$ cat src/rtl/tff_count_ctrl.sv
// Sequencer for a bank of T flip-flops acting as a bounded up/down counter.
// Q only ever changes by XOR with T_VEC; START/BUSY/DONE handshake, ABORT returns to IDLE.
module tff_count_ctrl #(
   parameter int WIDTH = 4
) (
   input  logic             CLK,
   input  logic             RST,
   input  logic             START,
   input  logic             ABORT,
   input  logic             DIR,
   input  logic [WIDTH-1:0] LIMIT,
   input  logic             ENABLE,
   output logic [WIDTH-1:0] T_VEC,
   output logic [WIDTH-1:0] Q,
   output logic             BUSY,
   output logic             DONE
);

   typedef enum logic [1:0] {
      S_IDLE = 2'd0,
      S_LOAD = 2'd1,
      S_RUN  = 2'd2,
      S_DONE = 2'd3
   } state_t;

   state_t           r_state;
   state_t           w_next;
   logic [WIDTH-1:0] r_q;
   logic [WIDTH-1:0] r_lim;
   logic             r_dir;
   logic [WIDTH-1:0] w_tvec;
   logic [WIDTH-1:0] w_tog_up;
   logic [WIDTH-1:0] w_tog_dn;
   logic [WIDTH-1:0] w_start_val;
   logic [WIDTH-1:0] w_term;
   logic             w_capture;

   // A bit toggles when every lower bit is 1 (counting up) or 0 (counting down).
   always_comb begin
      w_tog_up    = '0;
      w_tog_dn    = '0;
      w_tog_up[0] = 1'b1;
      w_tog_dn[0] = 1'b1;
      for (int i = 1; i < WIDTH; i++) begin
         w_tog_up[i] = w_tog_up[i-1] & r_q[i-1];
         w_tog_dn[i] = w_tog_dn[i-1] & ~r_q[i-1];
      end
   end

   assign w_start_val = r_dir ? r_lim : '0;
   assign w_term      = r_dir ? '0 : r_lim;

   always_comb begin
      w_next    = r_state;
      w_tvec    = '0;
      w_capture = 1'b0;
      case (r_state)
         S_IDLE: begin
            if (START && !ABORT) begin
               w_capture = 1'b1;
               w_next    = S_LOAD;
            end
         end
         S_LOAD: begin
            if (ABORT) begin
               w_next = S_IDLE;
            end else begin
               w_tvec = r_q ^ w_start_val;
               w_next = S_RUN;
            end
         end
         S_RUN: begin
            // Terminal check precedes any toggle, so the count can never wrap.
            if (ABORT) begin
               w_next = S_IDLE;
            end else if (r_q == w_term) begin
               w_next = S_DONE;
            end else if (ENABLE) begin
               w_tvec = r_dir ? w_tog_dn : w_tog_up;
            end
         end
         S_DONE: begin
            w_next = S_IDLE;
         end
         default: begin
            w_next = S_IDLE;
         end
      endcase
   end

   always_ff @(posedge CLK) begin
      if (RST) begin
         r_state <= S_IDLE;
         r_q     <= '0;
         r_lim   <= '0;
         r_dir   <= 1'b0;
      end else begin
         r_state <= w_next;
         r_q     <= r_q ^ w_tvec;
         if (w_capture) begin
            r_lim <= LIMIT;
            r_dir <= DIR;
         end
      end
   end

   assign T_VEC = RST ? '0 : w_tvec;
   assign Q     = r_q;
   assign BUSY  = (r_state == S_LOAD) || (r_state == S_RUN);
   assign DONE  = (r_state == S_DONE);

endmodule
$ cat config.mk
export PLATFORM = sky130hd
export DESIGN_NAME = tff_count_ctrl
export DESIGN_NICKNAME = d
export VERILOG_FILES = /design/src/rtl/tff_count_ctrl.sv
export SDC_FILE = /design/constraint.sdc
export NUM_CORES = 1
export LEC_CHECK = 0
export BUFFER_PORTS_ARGS = -buffer_cell sky130_fd_sc_hd__buf_2
export CELL_PAD_IN_SITES_DETAIL_PLACEMENT = 1
export CELL_PAD_IN_SITES_GLOBAL_PLACEMENT = 1
export CORE_UTILIZATION = 42
export CTS_CLUSTER_SIZE = 40
export DETAILED_ROUTE_END_ITERATION = 7
export GPL_TIMING_DRIVEN = 0
export HOLD_SLACK_MARGIN = 0.08
export PLACE_DENSITY_LB_ADDON = 0.1
export SLEW_MARGIN = 20
export SYNTH_ARGS = -nofsm -noshare
export SYNTH_HDL_FRONTEND = slang
export SYNTH_SLANG_ARGS = --single-unit
$ cat constraint.sdc
create_clock -name CLK -period 4.3 [get_ports CLK]
set_input_delay 0 -clock CLK [delete_from_list [all_inputs] [get_ports CLK]]
set_output_delay 0 -clock CLK [all_outputs]
set_load 0.005 [all_outputs]
Yosys cells after proc, flatten, opt, wreduce, memory -nomap -nowiden
Index checks and enable logic that the tools add are counted.

word-level totals
  input bits = 10
  register bits = 11

operators by class
  bitwise logic cells = 9
  reduce and logical (&&, ||, !) cells = 5
  equal/unequal tests = 6
  multiplexer cells = 16

operator list
  cell                  number
  $mux W4               8
  $mux W2               4
  $pmux W2 S4           1
  $pmux W4 S2           1
  $xor A4 B4 Y4         2
  $and A1 B1 Y1         4
  $eq A2 B2 Y1 const B  2
  $eq A4 B4 Y1          1
  $ne A3 B3 Y1 const B  1
  $not A1 Y1            3
  $eq A2 B1 Y1 const B  1
  $logic_not A2 Y1      1
  $mux W1               2
  $ne A2 B2 Y1 const B  1
  $reduce_and A2 Y1     1
  $logic_and A1 B1 Y1   1
  $logic_not A1 Y1      1
  $logic_or A1 B1 Y1    1

Longest topological paths before layout
Gate-level depths: netlist of the first run.

  depth in word-level cells = 9
  mapped depth = 8
  depth with buffers taken out = 7

Worst setup path before layout of the first run
OpenSTA, ideal clock, no wires.

  path kind = flip-flop to flip-flop
  start point = register r_q[1] (netlist: Q[1])
  end point = register r_state[1]
  data arrival time = 1,711 ps
  clock period less this slack = 1,834 ps
  cell stages (with the launch flop) = 7
  required time = 4,177 ps
  path buffers = 1
  slack = 2,466 ps
  cells stage by stage = dfxtp_1 -> buf_6 -> or4b_4 -> o22ai_2 -> o22ai_2 -> a21boi_2 -> mux2_1

between the ends
  cells in the longest elaborated chain, start to end = 3

RTL lines
  element                             line  text
  start: declaration                  28    logic [WIDTH-1:0] r_q;
  start signal: assignment            99    r_q <= r_q ^ w_tvec;
  $eq A4 B4 Y1                        76    end else if (r_q == w_term) begin
  $ne A3 B3 Y1 (no source line)       -
  $reduce_and A2 Y1 (no source line)  -
  end signal: assignment              98    r_state <= w_next;
  end: declaration                    26    state_t r_state;

Every way passes these cells.
A chain may end at the register's enable or synchronous reset.

Final worst setup path of the first run
Ends and elaborated chain as after synthesis.

==> flow_metrics.py, run 1 <==
metrics = {
    "timing": {
        "tns_ns": 0,
        "whs_ns": 0.1596,
        "rsz0062_at_grt": "no",
        "fin_ws_ns": 2.338,
        "finalMaxSlewViolations": 0,
        "tightest_slew_ns": 0.4891,
        "min_period_ns": 1.962,
        "setup_viol": 0,
        "skew_ns": 0.001256,
        "hold_violations": 0,
        "timing.fmax_mhz": 509.7,
        "post-route-period-util_pct": 45.62,
        "slew_headroom_pct": 66.55,
    },
    "synthesis": {
        "synth_warnings": 0,
        "synth_edf_count": 0,
        "synth.distinct_cells": 46,
        "synth_nets": 139,
        "ys_ff_latch": 11,
        "synth_flop_cell": "dfxtp_1",
        "syn_inst": 124,
        "synth_seq_area_share_pct": 21.92,
        "synth_area_per_cell_sq_um": 8.103,
        "async_flop_share_pct": 0,
        "syn_area_sq_um": 1005,
    },
    "pwr": {
        "p_sw_mw": 0.1528,
        "p_sw_share_pct": 39.53,
        "seqPwrFrac_pct": 36.1,
        "ir_worst_vdd_v": 0.0002134,
        "leakage_nw": 0.5323,
        "power_frac_comb_pct": 44.1,
        "powerDensity_nw_per_um2": 319.2,
        "clockPowerShare_pct": 19.8,
        "finalPower_mw": 0.3866,
        "intPower_mw": 0.2338,
    },
    "floorplanning": {
        "dieHeight_um": 50.91,
        "start_util_pct": 44.99,
        "dieArea_sq_um": 2592,
        "rows": 17,
        "die_x_um": 50.91,
        "coreArea_sq_um": 2233,
        "ios": 20,
    },
    "global_routing": {
        "grt_pass1_vias": 972,
        "grt.overflow.total": 0,
        "grt_pass1_wl_mm": 4.491,
        "grt_max_degree": 11,
        "antenna_found_initial": 0,
        "grtUsageTotal_pct": 23.79,
    },
    "cts": {
        "cts_resized": 0,
        "clkTransAtPathRegs_ns": 0.08,
        "cts_tree": "done",
        "holdBufCountCts": 5,
        "clock-sinks": 11,
        "clock_path_buffers": 2,
        "clk-insertion-delay-late_ns": 0.28,
        "cts_setup_buffers": 0,
        "cts_made_buffers": 3,
        "htree_levels": 1,
        "cts_root_buf": "clkbuf_4",
    },
    "finish": {
        "stdcell_area_sq_um": 1211,
        "nNetsFinal": 168,
        "syn_to_final_growth_pct": 20.55,
        "final_cells": 180,
        "antennaDiodeCount": 0,
        "drive_above_1_share_pct": 22.37,
        "finish.utilization_pct": 54.23,
    },
    "drt": {
        "drtPass1Iterations": 4,
        "highest-signal-layer": "met4",
        "wl_met1_mm": 1.242,
        "via_count": 994,
        "wl_met3_um": 115,
        "drc": 0,
        "dr_wl_met2_mm": 1.309,
        "wl_mm": 2.728,
        "via_per_inst": 5.522,
        "avgRoutedWirePerCell_um": 15.16,
        "postRouteAntennaNets": 0,
        "drt_iter0_drc": 20,
    },
    "status": {
        "status": "finished clean",
    },
    "placed_design": {
        "place.gp.congestion": 0.8815,
        "dpl.cell_count": 171,
        "placed_area_sq_um": 1135,
        "dp_hpwl_mm": 2.059,
        "port_buffers": 19,
        "dp_slack_ns": 2.326,
    },
    "worst_setup_path": {
        "start_kind": "flip-flop",
        "endpoint_kind": "flip-flop",
        "worstPathMaxFanout": 10,
        "crit_type": "flip-flop to flip-flop",
        "crit_required_ns": 4.47,
        "critPathArrivalTime_ns": 2.13,
    },
    "hold_path": {
        "hp-class": "primary input to flip-flop",
    },
    "job": {
        "drv_cap": 0,
    },
}
[state kept, by name, summed over array words and instances (netlist names)]
signal / cells
Q: 4
r_lim: 4
r_state: 2
r_dir: 1
[final timing paths]
check                                             start                 endpoint  slack, ns  depth (start not counted)
worst max-delay path                    Q[1]$_SDFF_PP0_  r_state[1]$_SDFFE_PP0P_       2.34                          6
worst min-delay path                                RST          Q[1]$_SDFF_PP0_       0.16                          4
worst max register to register          Q[1]$_SDFF_PP0_  r_state[1]$_SDFFE_PP0P_       2.34                          6
worst min register to register  r_state[0]$_SDFFE_PP0P_  r_state[0]$_SDFFE_PP0P_       0.55                          1
[final cells by class]
cell class	count	area [sq um]
Tap cell	28	35.03
Clock buffer	4	26.28
Sequential cell	11	220.2
Buffer	6	35.03
Inverter	7	40.04
Timing Repair Buffer	24	145.1
Multi-Input combinational cell	100	709.4
Fill cell	286	1022
[placed cells by master, fill, tap and decap left out, types with 2 or more instances in the layout]
| cell | synthesis | routed |
|---|---|---|
| a31oi_1 | 4 | 4 |
| o22ai_2 | 2 | 2 |
| o21a_1 | 2 | 2 |
| nand2b_1 | 5 | 5 |
| nand3b_1 | 4 | 4 |
| clkbuf_4 | 0 | 3 |
| xnor2_1 | 3 | 3 |
| nand4_1 | 2 | 2 |
| dlygate4sd3_1 | 0 | 5 |
| nand3_1 | 2 | 2 |
| nand2_1 | 10 | 10 |
| nor2_1 | 17 | 17 |
| nor3_1 | 2 | 2 |
| nor2b_1 | 2 | 2 |
| ha_1 | 5 | 5 |
| or2b_1 | 2 | 2 |
| a21oi_1 | 2 | 2 |
| nor3b_1 | 4 | 4 |
| mux2i_1 | 5 | 5 |
| a211oi_1 | 4 | 4 |
| inv_1 | 5 | 5 |
| clkbuf_1 | 2 | 3 |
| a2111oi_0 | 2 | 2 |
| xor2_1 | 3 | 3 |
| and2_1 | 2 | 2 |
| dfxtp_1 | 11 | 11 |
| buf_2 | 1 | 20 |
[cell usage after synthesis, types with 2 or more instances]
| cell | number | area, sq um |
|---|---|---|
| a211oi_1 | 4 | 30.03 |
| a2111oi_0 | 2 | 17.52 |
| and2_1 | 2 | 12.51 |
| o21a_1 | 2 | 15.01 |
| dfxtp_1 | 11 | 220.2 |
| ha_1 | 5 | 62.56 |
| a31oi_1 | 4 | 25.02 |
| nand3b_1 | 4 | 30.03 |
| o22ai_2 | 2 | 25.02 |
| xor2_1 | 3 | 26.28 |
| mux2i_1 | 5 | 50.05 |
| nand2b_1 | 5 | 31.28 |
| nor3_1 | 2 | 10.01 |
| nand4_1 | 2 | 12.51 |
| nor2b_1 | 2 | 12.51 |
| nand3_1 | 2 | 10.01 |
| nor3b_1 | 4 | 30.03 |
| xnor2_1 | 3 | 26.28 |
| nand2_1 | 10 | 37.54 |
| clkbuf_1 | 2 | 7.510 |
| inv_1 | 5 | 18.77 |
| nor2_1 | 17 | 63.81 |
| or2b_1 | 2 | 15.01 |
| a21oi_1 | 2 | 10.01 |
[cells by family after synthesis]
family	Yosys count	synth area share [%]
AOI/OAI and AO/OA	27	22.17
DFF	11	21.92
xor gates and xnor gates	6	5.231
buffers and inverters	13	7.472
and+or+nand+nor	55	29.39
adders and majority gates	5	6.227
muxes	7	7.596
[power groups by stage]
stage / Sequential [mW] / Combinational (mW) / Clock [mW]
CTS: 0.139 / 0.172 / 0.0773
floorplan: 0.136 / 0.123 / 0
global route: 0.142 / 0.189 / 0.0809
detailed placement: 0.141 / 0.165 / 0
finish: 0.139 / 0.171 / 0.0766
global placement: 0.139 / 0.159 / 0
[per-layer routing]
metal,GRT usage [%],vias to the layer above
li1,-,500
met1,27.70,464
met2,41.23,22
met3,3.869,8
met4,12.50,0
met5,0,-
[worst max-delay path: stages, from the launching register on]
cell and delay (ns):
dfxtp_1 0.32, buf_6 0.14, or4b_4 0.48, o22ai_2 0.19, o22ai_2 0.19, a21boi_2 0.21
mux2_1 0.33
Power figures use the tool's default switching activity.
==> inputs of run 2 (changes only) <==
--- a/config.mk
+++ b/config.mk
@@ -8,7 +8,7 @@
 export BUFFER_PORTS_ARGS = -buffer_cell sky130_fd_sc_hd__buf_2
 export CELL_PAD_IN_SITES_DETAIL_PLACEMENT = 1
 export CELL_PAD_IN_SITES_GLOBAL_PLACEMENT = 1
-export CORE_UTILIZATION = 42
+export CORE_UTILIZATION = 36
 export CTS_CLUSTER_SIZE = 40
 export DETAILED_ROUTE_END_ITERATION = 7
 export GPL_TIMING_DRIVEN = 0
==> constraint.sdc (replaced) <==
create_clock -name CLK -period 1.6 [get_ports CLK]
set_input_delay 0 -clock CLK [delete_from_list [all_inputs] [get_ports CLK]]
set_output_delay 0 -clock CLK [all_outputs]
set_load 0.005 [all_outputs]
==> flow_metrics.py, run 2 (synthesis gave the netlist of run 1 again) <==
metrics = {
    "status": {
        "status": "complete, but fails checks",
        "violations": "negative setup slack",
    },
    "floorplanning": {
        "die_x_um": 54.83,
        "dieArea_sq_um": 3006,
        "rows": 18,
        "dieHeight_um": 54.83,
        "ios": 20,
        "start_util_pct": 39.13,
        "coreArea_sq_um": 2567,
    },
    "drt": {
        "via_count": 1074,
        "drtPass1Iterations": 4,
        "via_per_inst": 5.623,
        "wl_mm": 3.180,
        "drc": 0,
        "drt_iter0_drc": 18,
        "avgRoutedWirePerCell_um": 16.65,
        "postRouteAntennaNets": 0,
    },
    "pwr": {
        "leakage_nw": 0.5895,
        "ir_worst_vdd_v": 0.0005349,
        "powerDensity_nw_per_um2": 850.4,
        "finalPower_mw": 1.158,
    },
    "global_routing": {
        "grt_pass1_vias": 1055,
        "grt.overflow.total": 0,
        "grt_max_degree": 11,
        "grtUsageTotal_pct": 24.86,
        "grt_pass1_wl_mm": 5.092,
        "antenna_found_initial": 0,
    },
    "worst_setup_path": {
        "r2r_start": "Q[1]$_SDFF_PP0_",
        "cp_cell_sequence": "or4b_4, o22ai_4, o32a_4, a21bo_1, mux2_4",
        "crit_required_ns": 1.78,
        "critPathTopFamily": "compound AO/OA/AOI/OAI gates",
        "worstPathMaxFanout": 4,
        "critPathArrivalTime_ns": 2.09,
        "critical_path.startpoint": "Q[1]$_SDFF_PP0_",
        "crit_buf_inv": 0,
        "endpoint_kind": "flip-flop",
        "slowest_delay_ns": 0.55,
        "crit_type": "flip-flop to flip-flop",
        "start_kind": "flip-flop",
        "worst_path_max_delay_cell": "or4b_4",
    },
    "cts": {
        "clk-insertion-delay-late_ns": 0.29,
        "cts_tree": "done",
        "clock-sinks": 11,
        "htree_levels": 1,
        "cts_root_buf": "clkbuf_4",
        "clkTransAtPathRegs_ns": 0.09,
        "cts_made_buffers": 3,
        "clock_path_buffers": 2,
    },
    "placed_design": {
        "dpl.cell_count": 173,
        "place.gp.congestion": 0.7480,
        "dp_slack_ns": -0.3469,
        "dp_hpwl_mm": 2.130,
        "port_buffers": 19,
        "placed_area_sq_um": 1139,
    },
    "timing": {
        "fin_ws_ns": -0.3041,
        "skew_ns": 0.009193,
        "slew_headroom_pct": 67.25,
        "timing.fmax_mhz": 525.2,
        "setup_viol": 10,
        "tightest_slew_ns": 0.4913,
        "hold_violations": 0,
        "finalMaxSlewViolations": 0,
        "post-route-period-util_pct": 119.0,
        "min_period_ns": 1.904,
        "rsz0062_at_grt": "yes",
    },
    "job": {
        "drv_cap": 0,
    },
    "finish": {
        "layout_commonest_cell": "buf_2",
        "syn_to_final_growth_pct": 35.49,
        "num-fill-cells": 327,
        "drive_above_1_share_pct": 33.54,
        "mostFrequentLayoutCells": "buf_2 (19), nor2_1 (17), nand2_1 (10)",
        "finish.utilization_pct": 53.02,
        "stdcell_area_sq_um": 1361,
        "nNetsFinal": 177,
        "final_cells": 191,
        "antennaDiodeCount": 0,
    },
    "hold_path": {
        "min_from": "RST",
        "hp-class": "primary input to flip-flop",
    },
}
run 2: cell count changes in the layout (fill, tap and decap cells not counted), sizes merged:
cell and change:
buf +9
run 2: stage by stage:
stage	setup TNS (ns)	hold WS, ns
final	-2.333	0.1461
after global routing	-2.964	0.1574
after CTS	-2.453	0.1465
after detailed placement	-1.436	0.2479
after global placement	-1.030	0.2301
after floorplan	-0.5057	0.1439
run 2: cell type report:
cell class                 count  area, sq um  share of cell area, %
multi-input combinational    100        759.5                  55.79
timing repair buffer          35        242.7                  17.83
sequential                    11        229.0                  16.82
inverter                       7        40.04                  2.941
tap                           30        37.54                  2.757
clock buffer                   4        26.28                  1.930
buffer                         4        26.28                  1.930
run 2: final timing paths:
kind	end	slack [ns]	cells after the start
max	Q[0]$_SDFF_PP0_	-0.30	5
min	Q[1]$_SDFF_PP0_	0.15	4
min reg2reg	r_state[0]$_SDFFE_PP0P_	0.51	1
max reg2reg	Q[0]$_SDFF_PP0_	-0.30	5
run 2: what timing repair did:
action,4_1_cts,5_1_grt
buffers inserted,9,2
endpoints found under the setup margin,10,10
pin swaps,8,5
gates resized for setup,17,3
hold buffers,5,0
endpoints found under the hold margin,5,0
run 2: power breakdown:
group / switching (mW) / internal [mW]
sequential: 0.0625 / 0.311
clock: 0.121 / 0.0970
combinational: 0.279 / 0.288
run 2: worst min-delay path: cells and delay by family:
kind                   cells  cell delay [ns]
AND/OR/NAND/NOR            2             0.17
AO/OA/AOI/OAI              1             0.11
buffers and inverters      1             0.11
run 2: layer usage:
layer  track usage [%]  vias up  wire [um]
li1                  -      516          -
met1             30.16      528       1347
met2             42.37       24       1675
met3             3.611        6         99
met4             11.54        0         57
met5                 0        -          0
